--- src/rtl/nes_romloader_pkg.sv ---
// Shared types and constants for the iNES ROM loader: FSM states, header layout,
// section unit sizes and trainer length.
package nes_romload_pkg;

  typedef enum logic [2:0] {
    S_IDLE,
    S_HEADER,
    S_TRAINER,
    S_PRG,
    S_CHR,
    S_DRAIN,
    S_DONE,
    S_ERR
  } state_t;

  localparam logic [31:0] INES_MAGIC  = 32'h4E45_531A;
  localparam int          HDR_PRG     = 4;
  localparam int          HDR_CHR     = 5;
  localparam int          HDR_FLAGS6  = 6;
  localparam int          HDR_FLAGS7  = 7;
  localparam int          HDR_LAST    = 15;
  localparam int          PRG_UNIT    = 16384;
  localparam int          CHR_UNIT    = 8192;
  localparam int          TRAINER_LEN = 512;

  // Magic byte expected at header position idx (0..3), first byte in the MSBs.
  function automatic logic [7:0] magic_byte(input logic [1:0] idx);
    return 8'(INES_MAGIC >> (8 * (3 - int'(idx))));
  endfunction

endpackage

--- src/rtl/nes_romloader_if.sv ---
// Byte-wide SDRAM write port: level request held until a one-cycle acknowledge.
interface nes_romloader_if;
  logic        mem_req;
  logic [22:0] mem_addr;
  logic [7:0]  mem_wdata;
  logic        mem_ack;

  modport master (output mem_req, output mem_addr, output mem_wdata, input mem_ack);
  modport slave  (input mem_req, input mem_addr, input mem_wdata, output mem_ack);
endinterface

--- src/rtl/romload_fifo.sv ---
// Synchronous write buffer between the byte parser and the SDRAM port.
// Push is refused when full, pop when empty; flush empties it in one cycle.
module romload_fifo #(
  parameter int WIDTH = 31,
  parameter int DEPTH = 16
) (
  input  logic             clk,
  input  logic             reset,
  input  logic             flush,
  input  logic             push,
  input  logic [WIDTH-1:0] wdata,
  input  logic             pop,
  output logic [WIDTH-1:0] rdata,
  output logic             full,
  output logic             empty
);

  localparam int AW = $clog2(DEPTH);

  logic [WIDTH-1:0] mem_q [DEPTH];
  logic [AW-1:0]    wr_ptr;
  logic [AW-1:0]    rd_ptr;
  logic [AW:0]      count;
  logic             do_push;
  logic             do_pop;

  assign full    = (count == (AW + 1)'(DEPTH));
  assign empty   = (count == '0);
  assign do_push = push & ~full & ~flush;
  assign do_pop  = pop & ~empty & ~flush;
  assign rdata   = mem_q[rd_ptr];

  always_ff @(posedge clk) begin
    if (do_push) mem_q[wr_ptr] <= wdata;
  end

  always_ff @(posedge clk or posedge reset) begin
    if (reset) begin
      wr_ptr <= '0;
      rd_ptr <= '0;
      count  <= '0;
    end else if (flush) begin
      wr_ptr <= '0;
      rd_ptr <= '0;
      count  <= '0;
    end else begin
      if (do_push) wr_ptr <= wr_ptr + 1'b1;
      if (do_pop)  rd_ptr <= rd_ptr + 1'b1;
      case ({do_push, do_pop})
        2'b10:   count <= count + 1'b1;
        2'b01:   count <= count - 1'b1;
        default: ;
      endcase
    end
  end

endmodule

--- src/rtl/nes_romloader.sv ---
// iNES stream parser: validates the header, publishes cartridge config and writes PRG/CHR
// bytes to SDRAM through a FIFO. NES_ROMLOAD_TRAINER_EN enables skipping the 512-byte trainer.
module nes_romloader
  import nes_romload_pkg::*;
#(
  parameter logic [22:0] PRG_BASE   = 23'h000000,
  parameter logic [22:0] CHR_BASE   = 23'h400000,
  parameter int          FIFO_DEPTH = 16
) (
  input  logic                   clk,
  input  logic                   reset,
  input  logic                   rom_loading,
  input  logic [7:0]             rom_do,
  input  logic                   rom_do_valid,
  nes_romloader_if.master        mem,
  output logic                   loaded,
  output logic                   error,
  output logic [7:0]             prg_units,
  output logic [7:0]             chr_units,
  output logic [7:0]             mapper,
  output logic                   mirroring,
  output logic                   battery
);

  state_t      state, state_n;
  logic [21:0] cnt, cnt_n;
  logic        loading_q;
  logic        valid_q;
  logic        load_start;
  logic        load_end;
  logic        byte_stb;
  logic        hdr_we;
  logic        push;
  logic        pop;
  logic        full;
  logic        empty;
  logic [30:0] push_data;
  logic [30:0] head;
  logic [21:0] prg_len;
  logic [21:0] chr_len;
`ifdef NES_ROMLOAD_TRAINER_EN
  logic        trainer_flag;
`endif

  assign load_start = rom_loading & ~loading_q;
  assign load_end   = ~rom_loading & loading_q;
  assign byte_stb   = rom_do_valid & ~valid_q;
  assign prg_len    = 22'(prg_units) * 22'(PRG_UNIT);
  assign chr_len    = 22'(chr_units) * 22'(CHR_UNIT);
  assign loaded     = (state == S_DONE);
  assign error      = (state == S_ERR);

  always_ff @(posedge clk or posedge reset) begin
    if (reset) begin
      loading_q <= 1'b0;
      valid_q   <= 1'b0;
      state     <= S_IDLE;
      cnt       <= '0;
    end else begin
      loading_q <= rom_loading;
      valid_q   <= rom_do_valid;
      state     <= state_n;
      cnt       <= cnt_n;
    end
  end

  always_comb begin
    state_n   = state;
    cnt_n     = cnt;
    hdr_we    = 1'b0;
    push      = 1'b0;
    push_data = '0;
    if (load_start) begin
      state_n = S_HEADER;
      cnt_n   = '0;
    end else if (load_end && (state inside {S_HEADER, S_TRAINER, S_PRG, S_CHR})) begin
      state_n = S_ERR;
    end else begin
      case (state)
        S_HEADER: if (byte_stb) begin
          hdr_we = 1'b1;
          cnt_n  = cnt + 22'd1;
          if (cnt < 22'd4 && rom_do != magic_byte(cnt[1:0])) begin
            state_n = S_ERR;
          end else if (cnt == 22'(HDR_LAST)) begin
            cnt_n = '0;
            if (prg_units == 8'd0)  state_n = S_ERR;
`ifdef NES_ROMLOAD_TRAINER_EN
            else if (trainer_flag)  state_n = S_TRAINER;
`endif
            else                    state_n = S_PRG;
          end
        end
`ifdef NES_ROMLOAD_TRAINER_EN
        S_TRAINER: if (byte_stb) begin
          if (cnt == 22'(TRAINER_LEN - 1)) begin
            cnt_n   = '0;
            state_n = S_PRG;
          end else begin
            cnt_n = cnt + 22'd1;
          end
        end
`endif
        S_PRG: if (byte_stb) begin
          if (full) begin
            state_n = S_ERR;
          end else begin
            push      = 1'b1;
            push_data = {PRG_BASE + {1'b0, cnt}, rom_do};
            if (cnt == prg_len - 22'd1) begin
              cnt_n   = '0;
              state_n = (chr_units == 8'd0) ? S_DRAIN : S_CHR;
            end else begin
              cnt_n = cnt + 22'd1;
            end
          end
        end
        S_CHR: if (byte_stb) begin
          if (full) begin
            state_n = S_ERR;
          end else begin
            push      = 1'b1;
            push_data = {CHR_BASE + {1'b0, cnt}, rom_do};
            if (cnt == chr_len - 22'd1) begin
              cnt_n   = '0;
              state_n = S_DRAIN;
            end else begin
              cnt_n = cnt + 22'd1;
            end
          end
        end
        S_DRAIN: if (empty) state_n = S_DONE;
        default: ;
      endcase
    end
  end

  // Header fields are captured one cycle after their byte is taken.
  always_ff @(posedge clk or posedge reset) begin
    if (reset) begin
      prg_units <= '0;
      chr_units <= '0;
      mapper    <= '0;
      mirroring <= 1'b0;
      battery   <= 1'b0;
`ifdef NES_ROMLOAD_TRAINER_EN
      trainer_flag <= 1'b0;
`endif
    end else if (load_start) begin
      prg_units <= '0;
      chr_units <= '0;
      mapper    <= '0;
      mirroring <= 1'b0;
      battery   <= 1'b0;
`ifdef NES_ROMLOAD_TRAINER_EN
      trainer_flag <= 1'b0;
`endif
    end else if (hdr_we) begin
      case (cnt[3:0])
        4'(HDR_PRG): prg_units <= rom_do;
        4'(HDR_CHR): chr_units <= rom_do;
        4'(HDR_FLAGS6): begin
          mapper[3:0] <= rom_do[7:4];
          mirroring   <= rom_do[0];
          battery     <= rom_do[1];
`ifdef NES_ROMLOAD_TRAINER_EN
          trainer_flag <= rom_do[2];
`endif
        end
        4'(HDR_FLAGS7): mapper[7:4] <= rom_do[7:4];
        default: ;
      endcase
    end
  end

  romload_fifo #(
    .WIDTH(31),
    .DEPTH(FIFO_DEPTH)
  ) u_fifo (
    .clk   (clk),
    .reset (reset),
    .flush (load_start),
    .push  (push),
    .wdata (push_data),
    .pop   (pop),
    .rdata (head),
    .full  (full),
    .empty (empty)
  );

  // Dropping the request after each ack guarantees an idle cycle between writes.
  assign pop = mem.mem_req & mem.mem_ack & ~load_start;

  always_ff @(posedge clk or posedge reset) begin
    if (reset) begin
      mem.mem_req   <= 1'b0;
      mem.mem_addr  <= '0;
      mem.mem_wdata <= '0;
    end else if (load_start) begin
      mem.mem_req <= 1'b0;
    end else if (mem.mem_req) begin
      if (mem.mem_ack) mem.mem_req <= 1'b0;
    end else if (!empty) begin
      mem.mem_req   <= 1'b1;
      mem.mem_addr  <= head[30:8];
      mem.mem_wdata <= head[7:0];
    end
  end

endmodule

--- src/flat_wrapper.sv ---
// flat-port wrapper written by rule: the top's interface ports become plain ports
module nes_romloader_flat import nes_romload_pkg::*;
#(
  parameter logic [22:0] PRG_BASE   = 23'h000000,
  parameter logic [22:0] CHR_BASE   = 23'h400000,
  parameter int          FIFO_DEPTH = 16
)
  (clk, reset, rom_loading, rom_do, rom_do_valid, loaded, error, prg_units, chr_units, mapper, mirroring, battery, mem_mem_req, mem_mem_addr, mem_mem_wdata, mem_mem_ack);
  nes_romloader_if mem_i ();
  input  logic clk;
  input  logic reset;
  input  logic rom_loading;
  input  logic [7:0] rom_do;
  input  logic rom_do_valid;
  output logic loaded;
  output logic error;
  output logic [7:0] prg_units;
  output logic [7:0] chr_units;
  output logic [7:0] mapper;
  output logic mirroring;
  output logic battery;
  output wire logic [$bits(mem_i.mem_req)-1:0] mem_mem_req;
  output wire logic [$bits(mem_i.mem_addr)-1:0] mem_mem_addr;
  output wire logic [$bits(mem_i.mem_wdata)-1:0] mem_mem_wdata;
  input wire logic [$bits(mem_i.mem_ack)-1:0] mem_mem_ack;
  assign mem_mem_req = mem_i.mem_req;
  assign mem_mem_addr = mem_i.mem_addr;
  assign mem_mem_wdata = mem_i.mem_wdata;
  assign mem_i.mem_ack = mem_mem_ack;
  nes_romloader #(.PRG_BASE(PRG_BASE), .CHR_BASE(CHR_BASE), .FIFO_DEPTH(FIFO_DEPTH)) u_core (.clk(clk), .reset(reset), .rom_loading(rom_loading), .rom_do(rom_do), .rom_do_valid(rom_do_valid), .mem(mem_i), .loaded(loaded), .error(error), .prg_units(prg_units), .chr_units(chr_units), .mapper(mapper), .mirroring(mirroring), .battery(battery));
endmodule
--- config.mk ---
export PLATFORM = sky130hd
export DESIGN_NAME = nes_romloader_flat
export DESIGN_NICKNAME = d
export VERILOG_FILES = /design/src/rtl/nes_romloader_pkg.sv /design/src/rtl/nes_romloader_if.sv /design/src/rtl/romload_fifo.sv /design/src/rtl/nes_romloader.sv /design/src/flat_wrapper.sv
export SDC_FILE = /design/constraint.sdc
export NUM_CORES = 1
export LEC_CHECK = 0
export BUFFER_PORTS_ARGS = -buffer_cell sky130_fd_sc_hd__buf_4
export CAP_MARGIN = 20
export CORE_UTILIZATION = 56
export DETAILED_ROUTE_END_ITERATION = 16
export GPL_ROUTABILITY_DRIVEN = 1
export GPL_TIMING_DRIVEN = 0
export PLACE_DENSITY = 0.78
export REMOVE_ABC_BUFFERS = 1
export SLEW_MARGIN = 20
export SYNTH_ARGS = -nofsm -noshare
export SYNTH_HDL_FRONTEND = slang
export SYNTH_HIERARCHICAL = 1
export SYNTH_SLANG_ARGS = --single-unit
--- constraint.sdc ---
create_clock -name clk -period 4.2 [get_ports clk]
set_input_delay 1.26 -clock clk [delete_from_list [all_inputs] [get_ports clk]]
set_output_delay 1.26 -clock clk [all_outputs]
set_load 0.1 [all_outputs]
# Yosys cells after proc, flatten, opt, wreduce, memory -nomap -nowiden

Memories as Yosys holds them, arrays and structs flattened. A register that Yosys moved wholly into a read port is not among the register bits.
Index checks and enable logic that the tools add are counted.

Input port bits: 13
Bits in registers: 67
Logic and storage cells: 168
Output and inout bits: 60
RAM bits: 496
Memories kept: 1

Memories:

| name                | depth | bits a word | read ports | clocked after memory_dff | write ports | RTL line           | text |
|---|---|---|---|---|---|---|---|
| u_core.u_fifo.mem_q | 16    | 31          | 1          | 1                        | 1           | romload_fifo.sv:20 | `logic [WIDTH-1:0] mem_q [DEPTH];` |

Shifts and indexed selects: 1
Reduce and logical (&&, ||, !) cells: 24
Eq/ne operators: 31
$lt $le $gt $ge: 1
Bitwise gates (word level): 16
Mux-type cells: 71
Add/subtract/negate cells: 9

Operators by type and width:

| cell                                                        | number |
|---|---|
| two-way mux 22 bit                                          | 11 |
| two-way mux 31 bit                                          | 5 |
| one-hot mux 22 bit (3 select lines)                         | 1 |
| two-way mux 8 bit                                           | 8 |
| one-hot mux 31 bit (2 select lines)                         | 1 |
| equality test 22 bit                                        | 2 |
| two-way mux 3 bit                                           | 13 |
| right shift 31 x 32 -> 8 bit, first input constant          | 1 |
| two-way mux 30 bit                                          | 1 |
| two-way mux 4 bit                                           | 6 |
| adder 23 x 22 -> 23 bit, first input constant               | 1 |
| adder 22 x 1 -> 22 bit, second input constant               | 1 |
| equality test 22 x 4 -> 1 bit, second input constant        | 1 |
| less-than comparator 22 x 3 -> 1 bit, second input constant | 1 |
| two-way mux 1 bit                                           | 22 |
| subtractor 21 x 1 -> 22 bit, second input constant          | 1 |
| subtractor 22 x 1 -> 22 bit, second input constant          | 1 |
| equality test 4 x 3 -> 1 bit, second input constant         | 4 |
| logical NOT 8 bit                                           | 2 |
| != test 5 x 4 -> 1 bit, second input constant               | 3 |
| nonzero test 2 bit                                          | 7 |
| equality test 3 bit, second input constant                  | 4 |
| != test 4 x 2 -> 1 bit, second input constant               | 3 |
| one-hot mux 3 bit (4 select lines)                          | 1 |
| 28 further kinds                                            | 52 |

# Depth between registers and ports, before layout

Gate-level depths: netlist of the first run.

Depth in word-level cells: 11
Depth in mapped cells: 14
Gate-level depth less buffers: 12

# Modules after synthesis

Netlist of the first run, hierarchy kept.

Modules (own cells, without submodules):

| module        | seq. area each (sq um) | area each (sq um) | instances | cells an instance |
|---|---|---|---|---|
| romload_fifo  | 15219.6                | 19610.1           | 1         | 807 |
| nes_romloader | 2127.0                 | 5006.1            | 1         | 543 |

# Least setup slack after synthesis of the first run

Ideal clock, no wire load.

Kind: input -> register
Start: in rom_loading
End: mem u_core.u_fifo.mem_q[12][0] (enable)
Arrival time: 4.610 ns
Path buffers: 1
Setup time: 0.419 ns
Slack: -0.829 ns
Cell stages on the path: 9
Cells stage by stage: nand2b_1 > inv_1 > nor3_1 > nor3b_1 > clkbuf_1 > inv_1 > a21oi_1 > nand2_1 > nor2_1

Cells in the longest elaborated chain, start to end: 9

Ends and longest elaborated chain:

| what                                        | RTL line            | text |
|---|---|---|
| start, declared                             | flat_wrapper.sv:12  | `input logic rom_loading;` |
| NOT 1 bit                                   | nes_romloader.sv:46 | `assign load_end = ~rom_loading & loading_q;` |
| bitwise AND 1 bit                           | nes_romloader.sv:46 |  |
| logical AND 1 bit                           | nes_romloader.sv:76 | `end else if (load_end && (state inside {S_HEADER, S_TRAINER, S_PRG, S_CHR})) begin` |
| two-way mux 1 bit                           | nes_romloader.sv:76 |  |
| two-way mux 1 bit (*)                       | nes_romloader.sv:73 | `if (load_start) begin` |
| net u_core.push                             | nes_romloader.sv:33 | `logic push;` |
| bitwise AND 1 bit (*) (2 in series)         | romload_fifo.sv:29  | `assign do_push = push & ~full & ~flush;` |
| two-way mux 1 bit (*)                       | romload_fifo.sv:34  | `if (do_push) mem_q[wr_ptr] <= wdata;` |
| two-way mux 1 bit (implied by the code) (*) | romload_fifo.sv:34  |  |
| end, declared                               | romload_fifo.sv:20  |  |

The timed path passes the listed nets; every way through them passes the cells marked *.

# Worst setup path after layout of the first run

Start: in rom_loading
End: mem u_core.u_fifo.mem_q[9][10] (enable)

Cells in the longest elaborated chain, start to end: 9

Ends and longest elaborated chain:

| what                                        | RTL line |
|---|---|
| NOT 1 bit                                   | nes_romloader.sv:46 |
| bitwise AND 1 bit                           | nes_romloader.sv:46 |
| logical AND 1 bit                           | nes_romloader.sv:76 |
| two-way mux 1 bit                           | nes_romloader.sv:76 |
| two-way mux 1 bit                           | nes_romloader.sv:73 |
| bitwise AND 1 bit                           | romload_fifo.sv:29 |
| bitwise AND 1 bit (*)                       | romload_fifo.sv:29 |
| two-way mux 1 bit (*)                       | romload_fifo.sv:34 |
| two-way mux 1 bit (implied by the code) (*) | romload_fifo.sv:34 |

Every way passes the cells marked *; elsewhere a longest branch is shown, timed or not.

==> results.txt, run 1 <==
----------------------------------------------------
[Status]
  Outcome ... finished, final reports clean

[Logic synthesis]
  Share of synthesized area occupied by flip-flops and latches ... between 70% and 80%
  Fraction of the mapped netlist area in compound gates ... about 3.4%
  Synth warnings ... 6
  Portion of synthesized cell area occupied by the leading cell type ... 60.5%
  Number of flops mapped to enable cells by yosys ... a little under 500
  Parity-gate share of the synthesized area counting xor and xnor cells ... less than 1%
  Leading register cell type out of synthesis ... sky130_fd_sc_hd__edfxtp_1
  Largest cells by area after synthesis ... sky130_fd_sc_hd__edfxtp_1, sky130_fd_sc_hd__mux4_2, sky130_fd_sc_hd__dfrtp_1
  Dominant combinational cell family by area after synthesis ... multiplexers
  Mean instance size in the synthesized netlist ... 18.2 µm²
  Proportion of register bits with asynchronous set or reset after synthesis ... 16.5%
  Cell variety after synth ... 74
  Flip-flop and latch count after synthesis ... 594
  Most area-hungry cell type in the Yosys netlist ... sky130_fd_sc_hd__edfxtp_1
  Share of synthesized cell area in full adder, half adder and majority cells ... less than 1%
  Commonest cells in the synthesized netlist ... sky130_fd_sc_hd__edfxtp_1, sky130_fd_sc_hd__mux4_2, sky130_fd_sc_hd__dfrtp_1
  Post-synthesis instance total ... 1350
  Most frequent cell after synthesis ... sky130_fd_sc_hd__edfxtp_1
  Combined area of all synthesized cells ... between 0.02 and 0.025 mm²
  Post-Synth Simple-Gate Area ... 5.97%
  Multiplexer share of the synthesized area ... 16.2%

[Drt]
  Final antenna-violating net count ... 0
  DR WL/cell ... 27.9 µm
  Overall via count from detail_route ... approximately 14000
  Drt via density ... ~6.5
  Wirelength, routed ... 58400 µm
  Initial DRC Count ... 1480
  Final routed DRC violation total ... 0
  Drt pass-1 iters ... 6

[Placement]
  Routability congestion estimate from global placement ... 0.888
  DPL Wire Length ... 34700 µm
  Count of placed standard cells including taps ... 1963
  Number of buffer cells added on primary ports ... 72

[STA]
  Fin Hold WS ... ~500 ps
  Relative slew margins ... 31.8%
  Number of pins exceeding their max-slew limit in the final report ... 0
  Total negative slack for setup checks ... 0 ps
  Clock Skews ... 15.0 ps
  Setup violations, final ... 0
  Final hold violations ... 0
  Tightest Pin Transition ... 1020 ps
  Clock period minus final worst setup slack ... 4110 ps
  Maximum clock rate ... around 240 MHz
  RSZ-0062 raised after global routing ... yes
  Final period util ... 97.9%

[Floorplan]
  Core ar. ... 0.0432 mm²
  Number of I/O pins ... 73
  Initial core utilization ... 57.0%
  Die Area ... 0.0448 mm²
  Cell row count ... 76
  Die width ... 212 µm
  Vertical die dimension ... 212 µm

[Clocking]
  Clock tree from TritonCTS ... done
  Clock buffers created by TritonCTS ... 56
  Deepest clock path buffer count ... 3
  Clk Latency, worst-skew pair ... 610 ps
  Sinks on Clock Net ... 594
  CTS Root Cell ... sky130_fd_sc_hd__clkbuf_16
  Clk slew on worst S/H paths ... 60 ps
  Hold_buf cts ... 0
  Level count of the clock H-tree ... 2

[GRT]
  Total gr overflow ... 0
  Wire length of the first global-routing pass ... 86800 µm
  Total global routing track utilization ... 27.2%
  Initial antenna violation count ... 1
  Maximum number of pins on one net before global-route repair ... 52
  Vias in the first global route ... 13500

[Worst setup path]
  Type of the setup path with the least slack ... primary input to flip-flop
  Worst Path Max Fanout ... 17
  Nature of the critical path startpoint ... primary input
  Worst endpoint data arrival time ... approximately 4400 ps
  Required arrival time at the worst endpoint ... 4500 ps
  Capturing element type of the critical path ... flip-flop

[Finish]
  Ant. Diodes ... 0
  Fin nets ... 1491
  Post-synthesis to final-layout area growth ... 16.0%
  Share of the core filled with cells ... 66.2%
  Number of standard cells in the layout, taps in and fillers out ... 2093
  Fraction of layout cells with a size suffix above 1 ... between 20 and 30%

[Pwr]
  Static power due to leakage ... 9.49 nW
  Post-route total power ... roughly 14 mW
  Largest vdd supply drop ... 541 µV
  PD cells ... roughly 490 mW/mm²

[Hold path]
  Worst hold-check path type ... flip-flop to flip-flop

[Flow run]
  Max-cap violations ... 0

----------------------------------------------------
[per-stage QoR]
step	instance area [µm²]	setup WS, ps
after global routing	28600	-20.3
after detailed placement	26400	-2210
after CTS	28500	52.6
after global placement	25500	-8180
final	28600	89.7
after floorplan	24200	-2400
[placed cells by master, fill, tap and decap left out, drive strengths merged, types with 6 or more instances in the layout]
master | Yosys | routed
nor4 | 13 | 13
mux2 | 37 | 37
clkbuf | 48 | 77
xor2 | 8 | 8
nor3 | 11 | 11
buf | 33 | 132
dfrtp | 98 | 98
o211ai | 6 | 6
xnor2 | 19 | 19
nand2b | 9 | 9
a31oi | 15 | 15
o31ai | 7 | 7
or4 | 6 | 6
a32oi | 7 | 7
nor2b | 15 | 15
and3 | 10 | 10
clkinv | 0 | 20
nand3 | 25 | 25
edfxtp | 496 | 496
mux2i | 9 | 9
o21ai | 48 | 48
a21oi | 9 | 9
nor2 | 51 | 51
inv | 24 | 25
and2 | 38 | 38
ha | 17 | 17
or3 | 6 | 6
mux4 | 155 | 155
nand2 | 68 | 68
[path summary, 6_finish.rpt]
path                                              end  cells after the start  slack, ps                    from
max                        u_core/u_fifo/mem_q[9][10]                     12         90             rom_loading
min in group asynchronous            u_core/mapper[7]                      2        670                   reset
min reg2reg                          u_core/mapper[1]                      2        500        u_core/mapper[1]
min                                  u_core/mapper[1]                      2        500        u_core/mapper[1]
max reg2reg                    u_core/u_fifo/count[4]                     13        220  u_core/u_fifo/count[0]
max in group asynchronous      u_core/mem.mem_addr[5]                      3       2890                   reset
[worst max-delay path, stage by stage]
cell and delay, ps:
sky130_fd_sc_hd__buf_4 140, sky130_fd_sc_hd__nand2b_4 230, sky130_fd_sc_hd__clkinvlp_4 190, sky130_fd_sc_hd__nor3_2 370
sky130_fd_sc_hd__nor3b_4 400, sky130_fd_sc_hd__buf_4 260, sky130_fd_sc_hd__inv_1 120, sky130_fd_sc_hd__a21oi_2 340
sky130_fd_sc_hd__nand2_1 340, sky130_fd_sc_hd__nor2_4 310, sky130_fd_sc_hd__buf_16 210, sky130_fd_sc_hd__buf_12 190
[routing by layer]
metal	share of wire, %	track usage, %	vias up
met5	0	0	-
met1	38	37.4	7054
met2	48	42.6	755
met3	8.6	4.75	181
met4	5.4	13.3	0
li1	-	-	5631
[repair_timing]
item                       CTS  global route
setup endpoints to repair  720           180
cloned                       1             0
pin swaps                   10             0
setup buffers               23             0
resized for setup            6             1
[sequential cells by signal (all words and copies together), names as in the netlist, 3 cells and up]
name	cells
u_core/chr_units	8
u_core/mem.mem_wdata	8
u_core/mem.mem_addr	23
u_core/mapper	8
u_core/u_fifo/mem_q	496
u_core/u_fifo/count	5
u_core/state	3
u_core/u_fifo/wr_ptr	4
u_core/u_fifo/rd_ptr	4
u_core/prg_units	8
u_core/cnt	22
[cell type report]
cell class / count / area, µm²
Sequential cell: 594 / 17400
Fill cell: 2785 / 14600
Multi-Input combinational cell: 651 / 6920
Timing Repair Buffer: 132 / 1600
Clock buffer: 77 / 1560
Tap cell: 585 / 732
Clock inverter: 29 / 275
Inverter: 24 / 98.8
Timing Repair inverter: 1 / 5.00
[where the power goes]
| part | internal, mW | total, mW | switching (mW) | leakage (nW) |
|---|---|---|---|---|
| logic | 0.544 | 2.35 | 1.80 | 2.85 |
| clock network | 2.91 | 5.03 | 2.13 | 0.906 |
| registers | 6.53 | 6.73 | 0.196 | 5.73 |
[kinds of logic (layout without fill, tap and decap cells)]
family,count (synthesis),count (layout)
fa+ha+maj,18,18
mux,201,201
flops,594,594
compound gates,125,125
buf+inv,105,263
xor+xnor,27,27
simple gates,280,280
(Power assumes the default switching activity.)
==> inputs of run 2 (changes only) <==
SYNTH_HIERARCHICAL = not set   (was 1)
==> run 2 against run 1 <==
Count of clock-buffer cells in the layout is 4 lower. Register-to-register slack better by 160 ps. Sequential power is 3.3% higher. Wire length is 3.2% lower. Die area is 1.0% lower. Cell area is 1.1% lower. Sequential share of layout area is 0.67 points higher. Worst setup slack better by 290 ps. Non-clock buffer count is 15 higher. Clock skew is 6.1 ps higher. Worst hold slack better by 13 ps. Global-route usage is 0.89 points lower.
==> results.txt, run 2 <==
----------------------------------------------------
[Clocking]
  Clock buffers created by TritonCTS ... 55
  CTS Root Cell ... sky130_fd_sc_hd__clkbuf_16
  Hold_buf cts ... 0
  Sinks on Clock Net ... 594
  Clk Latency, worst-skew pair ... 620 ps
  Clk slew on worst S/H paths ... 70 ps
  Deepest clock path buffer count ... 3
  Clock tree from TritonCTS ... done
  Level count of the clock H-tree ... 2

[Drt]
  Initial DRC Count ... 1242
  Final antenna-violating net count ... 0
  Length of routed met3 wiring ... 4450 µm
  Drt pass-1 iters ... 7
  Wirelength, routed ... approximately 56000 µm
  Met2 wire length ... about 28000 µm
  Drt via density ... 6.36
  Highest routing layer actually used ... met4
  Overall via count from detail_route ... 13100
  DR WL/cell ... around 27 µm
  Final routed DRC violation total ... 0
  Routed length on met1 ... 21800 µm

[Logic synthesis]
  Portion of synthesized cell area occupied by the leading cell type ... 61.1%
  Commonest cells in the synthesized netlist ... sky130_fd_sc_hd__edfxtp_1, sky130_fd_sc_hd__mux4_2, sky130_fd_sc_hd__dfrtp_1
  Mean instance size in the synthesized netlist ... 18.7 µm²
  Number of flops mapped to enable cells by yosys ... 496
  Most area-hungry cell type in the Yosys netlist ... sky130_fd_sc_hd__edfxtp_1
  Combined area of all synthesized cells ... 0.0244 mm²
  Synth warnings ... 0
  Share of synthesized area occupied by flip-flops and latches ... 71.2%
  Leading register cell type out of synthesis ... sky130_fd_sc_hd__edfxtp_1
  Flip-flop and latch count after synthesis ... 594
  Largest cells by area after synthesis ... sky130_fd_sc_hd__edfxtp_1, sky130_fd_sc_hd__mux4_2, sky130_fd_sc_hd__dfrtp_1
  Post-synthesis instance total ... 1304
  Cell variety after synth ... 66
  Most frequent cell after synthesis ... sky130_fd_sc_hd__edfxtp_1
  Proportion of register bits with asynchronous set or reset after synthesis ... about 16%

[Worst setup path]
  Worst Path Max Fanout ... 22
  Setup slack of the most critical reg-to-reg path ... 380 ps
  Nature of the critical path startpoint ... flip-flop
  Cell Chain, Critical Path ... nand2b_1 -> o21ai_0 -> nand4_1 -> nor2_4 -> buf_16 -> clkinv_2 -> ha_1 -> xor2_1 -> ha_1 -> o21a_1 -> o21ai_0 -> o21bai_1 -> xnor2_1 -> or3_1 -> a21oi_1
  Capturing element type of the critical path ... flip-flop
  Slowest stage delay, CP ... 560 ps
  Critical Path Slowest Stage Cell ... sky130_fd_sc_hd__dfrtp_1
  Required arrival time at the worst endpoint ... roughly 4700 ps
  Type of the setup path with the least slack ... flip-flop to flip-flop
  Worst endpoint data arrival time ... 4350 ps

[Floorplan]
  Core ar. ... 0.0430 mm²
  Cell row count ... 76
  Number of I/O pins ... 73
  Vertical die dimension ... 211 µm
  Die width ... 211 µm
  Die Area ... between 0.04 and 0.05 mm²
  Initial core utilization ... a little under three fifths

[Finish]
  Fraction of layout cells with a size suffix above 1 ... 32.4%
  Post-synthesis to final-layout area growth ... 15.9%
  Fin nets ... roughly 1500
  Flip-flop count of the largest register after layout ... about 500
  Fillers ... 2803
  Number of standard cells in the layout, taps in and fillers out ... about 2100
  Register name with the most flops ... u_core.u_fifo.mem_q
  Ant. Diodes ... 0
  Share of the core filled with cells ... 65.7%
  Leading registers by flop count ... u_core.u_fifo.mem_q x496, u_core.mem.mem_addr x23, u_core.cnt x22
  Commonest non-fill, non-tap cell in the layout ... sky130_fd_sc_hd__edfxtp_1
  Commonest cells after routing, fill and taps aside ... sky130_fd_sc_hd__edfxtp_1, sky130_fd_sc_hd__mux4_2, sky130_fd_sc_hd__buf_4, sky130_fd_sc_hd__dfrtp_1, sky130_fd_sc_hd__nand2_1

[STA]
  Final period util ... a little over 90%
  Number of pins exceeding their max-slew limit in the final report ... 0
  Tightest Pin Transition ... 1090 ps
  Clock period minus final worst setup slack ... 3820 ps
  Relative slew margins ... ~27%
  Final worst setup slack ... roughly 380 ps
  Maximum clock rate ... about 260 MHz
  Final hold violations ... 0
  Clock Skews ... 21.1 ps
  Setup violations, final ... 0

[Placement]
  Number of buffer cells added on primary ports ... just over 70
  Routability congestion estimate from global placement ... 0.891
  DPL Wire Length ... around 36000 µm
  Post-placement worst setup slack ... -815 ps
  Count of placed standard cells including taps ... 1962

[Pwr]
  Static power due to leakage ... between 9 and 10 nW
  PD cells ... approximately 560 mW/mm²
  Largest vdd supply drop ... 725 µV

[Status]
  Outcome ... finished, final reports clean

[GRT]
  Initial antenna violation count ... 1
  Total gr overflow ... 0
  Maximum number of pins on one net before global-route repair ... 57
  Total global routing track utilization ... 26.3%
  Vias in the first global route ... 13200
  Wire length of the first global-routing pass ... roughly 84000 µm

[Hold path]
  Worst hold-check path type ... flip-flop to flip-flop

[Flow run]
  Max-cap violations ... 0

----------------------------------------------------
==> run 2: cell type report <==
| cell class | instances | area [µm²] | share of cell area, % |
|---|---|---|---|
| clock buffer | 73 | 1500 | 5.29 |
| clock inverter | 30 | 357 | 1.26 |
| inverter | 20 | 81.3 | 0.288 |
| multi-input combinational | 617 | 6800 | 24.1 |
| sequential | 594 | 17400 | 61.5 |
| tap | 585 | 732 | 2.59 |
| timing repair buffer | 147 | 1420 | 5.04 |
==> run 2: per-stage QoR <==
step	TNS, ps	hold slack [ps]	area, µm²	power, mW
after floorplan	-537430	514	24100	9.81
after global placement	-3246720	491	25300	10.6
after detailed placement	-52280	497	26400	10.7
after CTS	0	512	28200	15.7
after global routing	-1.02	525	28200	16.1
final	0	508	28200	15.7
==> run 2: cell families (layout without fill, tap and decap cells) <==
group                    after synthesis  after routing  synth area share [%]
AO/OA/AOI/OAI                         98             98                  2.68
flip-flops                           594            594                  71.2
adder cells (fa/ha/maj)               17             17                 0.873
AND/OR/NAND/NOR                      249            249                  5.31
buffers and inverters                 93            270                  1.50
XOR/XNOR                              38             38                  1.37
multiplexers                         215            215                  17.1
==> run 2: critical path: cells and delay by family (launching register included) <==
kind | cells | cell delay, ps
XOR/XNOR | 2 | 320
AO/OA/AOI/OAI | 5 | 860
flip-flops | 1 | 560
adder cells (fa/ha/maj) | 2 | 630
buffers and inverters | 2 | 400
AND/OR/NAND/NOR | 4 | 970
==> run 2: routing by layer <==
| layer | vias to the layer above | global-route usage (%) |
|---|---|---|
| met3 | 140 | 4.35 |
| met1 | 6820 | 35.5 |
| met2 | 710 | 43.4 |
| met4 | 0 | 10.0 |
| li1 | 5477 | - |
| met5 | - | 0 |
==> run 2: power breakdown <==
| part | internal (mW) | total, mW | switching (mW) | leakage (nW) |
|---|---|---|---|---|
| Clock | 2.99 | 5.12 | 2.13 | 0.908 |
| Combinational | 1.07 | 3.60 | 2.53 | 2.76 |
| Sequential | 6.62 | 6.95 | 0.334 | 5.75 |
==> run 2: final timing paths <==
check,startpoint,end,cells past startpoint
max,u_core.state[2],u_core.u_fifo.count[4],15
min,u_core.mem.mem_addr[2],u_core.mem.mem_addr[2],1
max reg2reg,u_core.state[2],u_core.u_fifo.count[4],15
min reg2reg,u_core.mem.mem_addr[2],u_core.mem.mem_addr[2],1
max in group asynchronous,reset,u_core.mem.mem_wdata[2],3
min in group asynchronous,reset,u_core.mem.mem_addr[6],2
==> run 2: timing repair <==
action | in CTS | in global routing
pin swaps | 0 | 1
gates resized for setup | 2 | 2
setup endpoints to repair | 19 | 14
setup buffers | 0 | 1
==> inputs of run 3 (changes only) <==
PLACE_DENSITY = not set   (was 0.78)
PLACE_DENSITY_LB_ADDON = 0.2   (was not set)
clock period = 3.2 ns   (was 4.2 ns; I/O delays follow)
==> run 3 against run 2 <==
Maximum frequency rose by 24%. Wire length fell by 2.5%. Clock skew fell by 4.0 ps. Final cell count is 1.1% higher. Die area unchanged. First-iteration DRC count shrank 5.3%. Global-route usage shrank 0.66 points. Critical path depth shrank 1. Critical endpoint unchanged. Cell area is 1.4% higher. Largest power group unchanged.
==> results.txt, run 3 (same netlist as run 2, synthesis figures left out) <==
----------------------------------------------------
[Status]
  Outcome ... finished, final reports clean

[STA]
  Final worst setup slack ... 108 ps
  Setup violations, final ... 0
  Maximum clock rate ... 323 MHz
  Final period util ... 96.6%
  RSZ-0062 raised after global routing ... yes
  Tightest Pin Transition ... 1060 ps
  Number of pins exceeding their max-slew limit in the final report ... 0
  Clock Skews ... 17.1 ps
  Total negative slack for setup checks ... 0 ps
  Relative slew margins ... 28.9%
  Clock period minus final worst setup slack ... 3090 ps
  Final hold violations ... 0
  Fin Hold WS ... 426 ps

[Clocking]
  CTS Root Cell ... sky130_fd_sc_hd__clkbuf_16
  Level count of the clock H-tree ... 2
  Clk slew on worst S/H paths ... 60 ps
  Hold_buf cts ... 0
  Deepest clock path buffer count ... 3
  Clock buffers created by TritonCTS ... 56
  Clk Latency, worst-skew pair ... just over 600 ps
  Sinks on Clock Net ... 594
  Clock tree from TritonCTS ... done

[Worst setup path]
  Capturing element type of the critical path ... flip-flop
  Required arrival time at the worst endpoint ... 3720 ps
  Nature of the critical path startpoint ... flip-flop
  Reg-to-reg endpoint ... u_core.u_fifo.count[4]
  Worst Path Max Fanout ... 9
  Critical Path Start ... u_core.u_fifo.count[1]
  Worst Reg2Reg Path Length in Cells ... 14
  Worst flop-to-flop path startpoint ... u_core.u_fifo.count[1]
  Setup slack of the most critical reg-to-reg path ... about 110 ps
  Worst endpoint data arrival time ... around 3600 ps
  Crit path to ... u_core.u_fifo.count[4]
  Type of the setup path with the least slack ... flip-flop to flip-flop

[Finish]
  Leading registers by flop count ... u_core.u_fifo.mem_q x496, u_core.mem.mem_addr x23, u_core.cnt x22
  Post-synthesis to final-layout area growth ... 17.6%
  Ant. Diodes ... 0
  Commonest non-fill, non-tap cell in the layout ... sky130_fd_sc_hd__edfxtp_1
  Flip-flop count of the largest register after layout ... 496
  Fraction of layout cells with a size suffix above 1 ... 34.3%
  Sequential cell area in the final layout ... 0.0174 mm²
  Fin nets ... 1486
  Multi-input gate area in the final layout ... 0.00690 mm²
  Commonest cells after routing, fill and taps aside ... sky130_fd_sc_hd__edfxtp_1, sky130_fd_sc_hd__mux4_2, sky130_fd_sc_hd__buf_4, sky130_fd_sc_hd__dfrtp_1, sky130_fd_sc_hd__nand2_1
  Number of standard cells in the layout, taps in and fillers out ... ~2100
  Fillers ... 2814
  Register name with the most flops ... u_core.u_fifo.mem_q
  Share of the core filled with cells ... 66.7%

[GRT]
  Wire length of the first global-routing pass ... roughly 82000 µm
  Maximum number of pins on one net before global-route repair ... 51
  Vias in the first global route ... roughly 13000
  Total global routing track utilization ... 25.6%
  Total gr overflow ... 0
  Initial antenna violation count ... 0

[Hold path]
  Worst hold-check path type ... primary input to async pin

[Pwr]
  Proportion of power drawn by the clock network ... approximately a third
  Internal power contribution ... 14.2 mW
  PD cells ... 725 mW/mm²
  Sequential power share ... 43.8%
  Largest vdd supply drop ... 917 µV
  Switch Pwr ... 6.55 mW
  Static power due to leakage ... 9.59 nW
  Combinational share of power ... 23.1%
  Sw frac ... 31.5%

[Placement]
  Routability congestion estimate from global placement ... 0.899
  Post-placement worst setup slack ... -1840 ps
  DPL Wire Length ... between 30000 and 40000 µm
  Count of placed standard cells including taps ... about 2000
  Number of buffer cells added on primary ports ... just over 70

[Drt]
  Final routed DRC violation total ... 0
  Drt pass-1 iters ... 5
  Drt via density ... 6.15
  Final antenna-violating net count ... 0
  Initial DRC Count ... 1176
  Wirelength, routed ... 55000 µm
  Overall via count from detail_route ... 12800
  DR WL/cell ... ~26 µm

[Floorplan]
  Number of I/O pins ... 73
  Vertical die dimension ... 211 µm
  Die Area ... 0.0444 mm²
  Die width ... 211 µm
  Core ar. ... about 0.043 mm²
  Cell row count ... 76
  Initial core utilization ... 56.7%

[Flow run]
  Max-cap violations ... 0

----------------------------------------------------
==> run 3: cell type report <==
type | instances | share of cell area, %
Clock buffer | 78 | 5.48
Clock inverter | 28 | 1.27
Inverter | 20 | 0.297
Multi-Input combinational cell | 618 | 24.1
Sequential cell | 594 | 60.6
Tap cell | 585 | 2.55
Timing Repair Buffer | 166 | 5.73
==> run 3: what timing repair did <==
item	4_1_cts	5_1_grt
endpoints found under the setup margin	474	89
resized for setup	16	13
pin swaps	8	5
buffers inserted	11	6
cloned	1	0
==> run 3: worst min path at each step <==
stage                               to  slack (ps)
3_3_place_gp   u_core.mem.mem_addr[11]         490
5_1_grt        u_core.mem.mem_wdata[5]         460
4_1_cts        u_core.mem.mem_wdata[6]         430
2_1_floorplan   u_core.u_fifo.count[3]         510
6_report       u_core.mem.mem_wdata[6]         430
3_5_place_dp   u_core.mem.mem_wdata[3]         500
==> run 3: per-layer routing <==
layer,wire length [µm],global-route usage (%),part of all wire [%]
met1,22400,35.5,41
met2,27700,42.2,50
met3,3120,3.56,5.7
met4,1790,9.27,3.2
met5,0,0,0
==> run 3: critical path, stage by stage, from the launching register on <==
cell	delay, ps
sky130_fd_sc_hd__dfrtp_2	480
sky130_fd_sc_hd__nor4_4	440
sky130_fd_sc_hd__nand2_2	170
sky130_fd_sc_hd__nand4_1	200
sky130_fd_sc_hd__nor2_4	70
sky130_fd_sc_hd__clkinv_4	110
sky130_fd_sc_hd__ha_4	200
sky130_fd_sc_hd__xor2_1	90
sky130_fd_sc_hd__ha_1	210
sky130_fd_sc_hd__o21a_1	170
sky130_fd_sc_hd__o21ai_0	140
sky130_fd_sc_hd__o21bai_1	90
sky130_fd_sc_hd__xnor2_1	140
sky130_fd_sc_hd__or3_1	330
sky130_fd_sc_hd__a21oi_1	180
==> run 3: power groups by stage <==
| stage | Clock, mW | Combinational [mW] | Sequential (mW) |
|---|---|---|---|
| after detailed placement | 0 | 4.75 | 9.23 |
| final | 6.88 | 4.80 | 9.09 |
| after CTS | 6.99 | 4.81 | 9.08 |
| after global routing | 7.27 | 5.02 | 9.14 |
| after floorplan | 0 | 1.58 | 11.3 |
| after global placement | 0 | 4.48 | 9.43 |
==> run 3: metrics by stage <==
stage                     total power [mW]  cell area [µm²]
after global placement                13.9            25300
after detailed placement              14.0            26400
after floorplan                       12.9            24100
after CTS                             20.9            28600
after global routing                  21.4            28700
final                                 20.8            28700
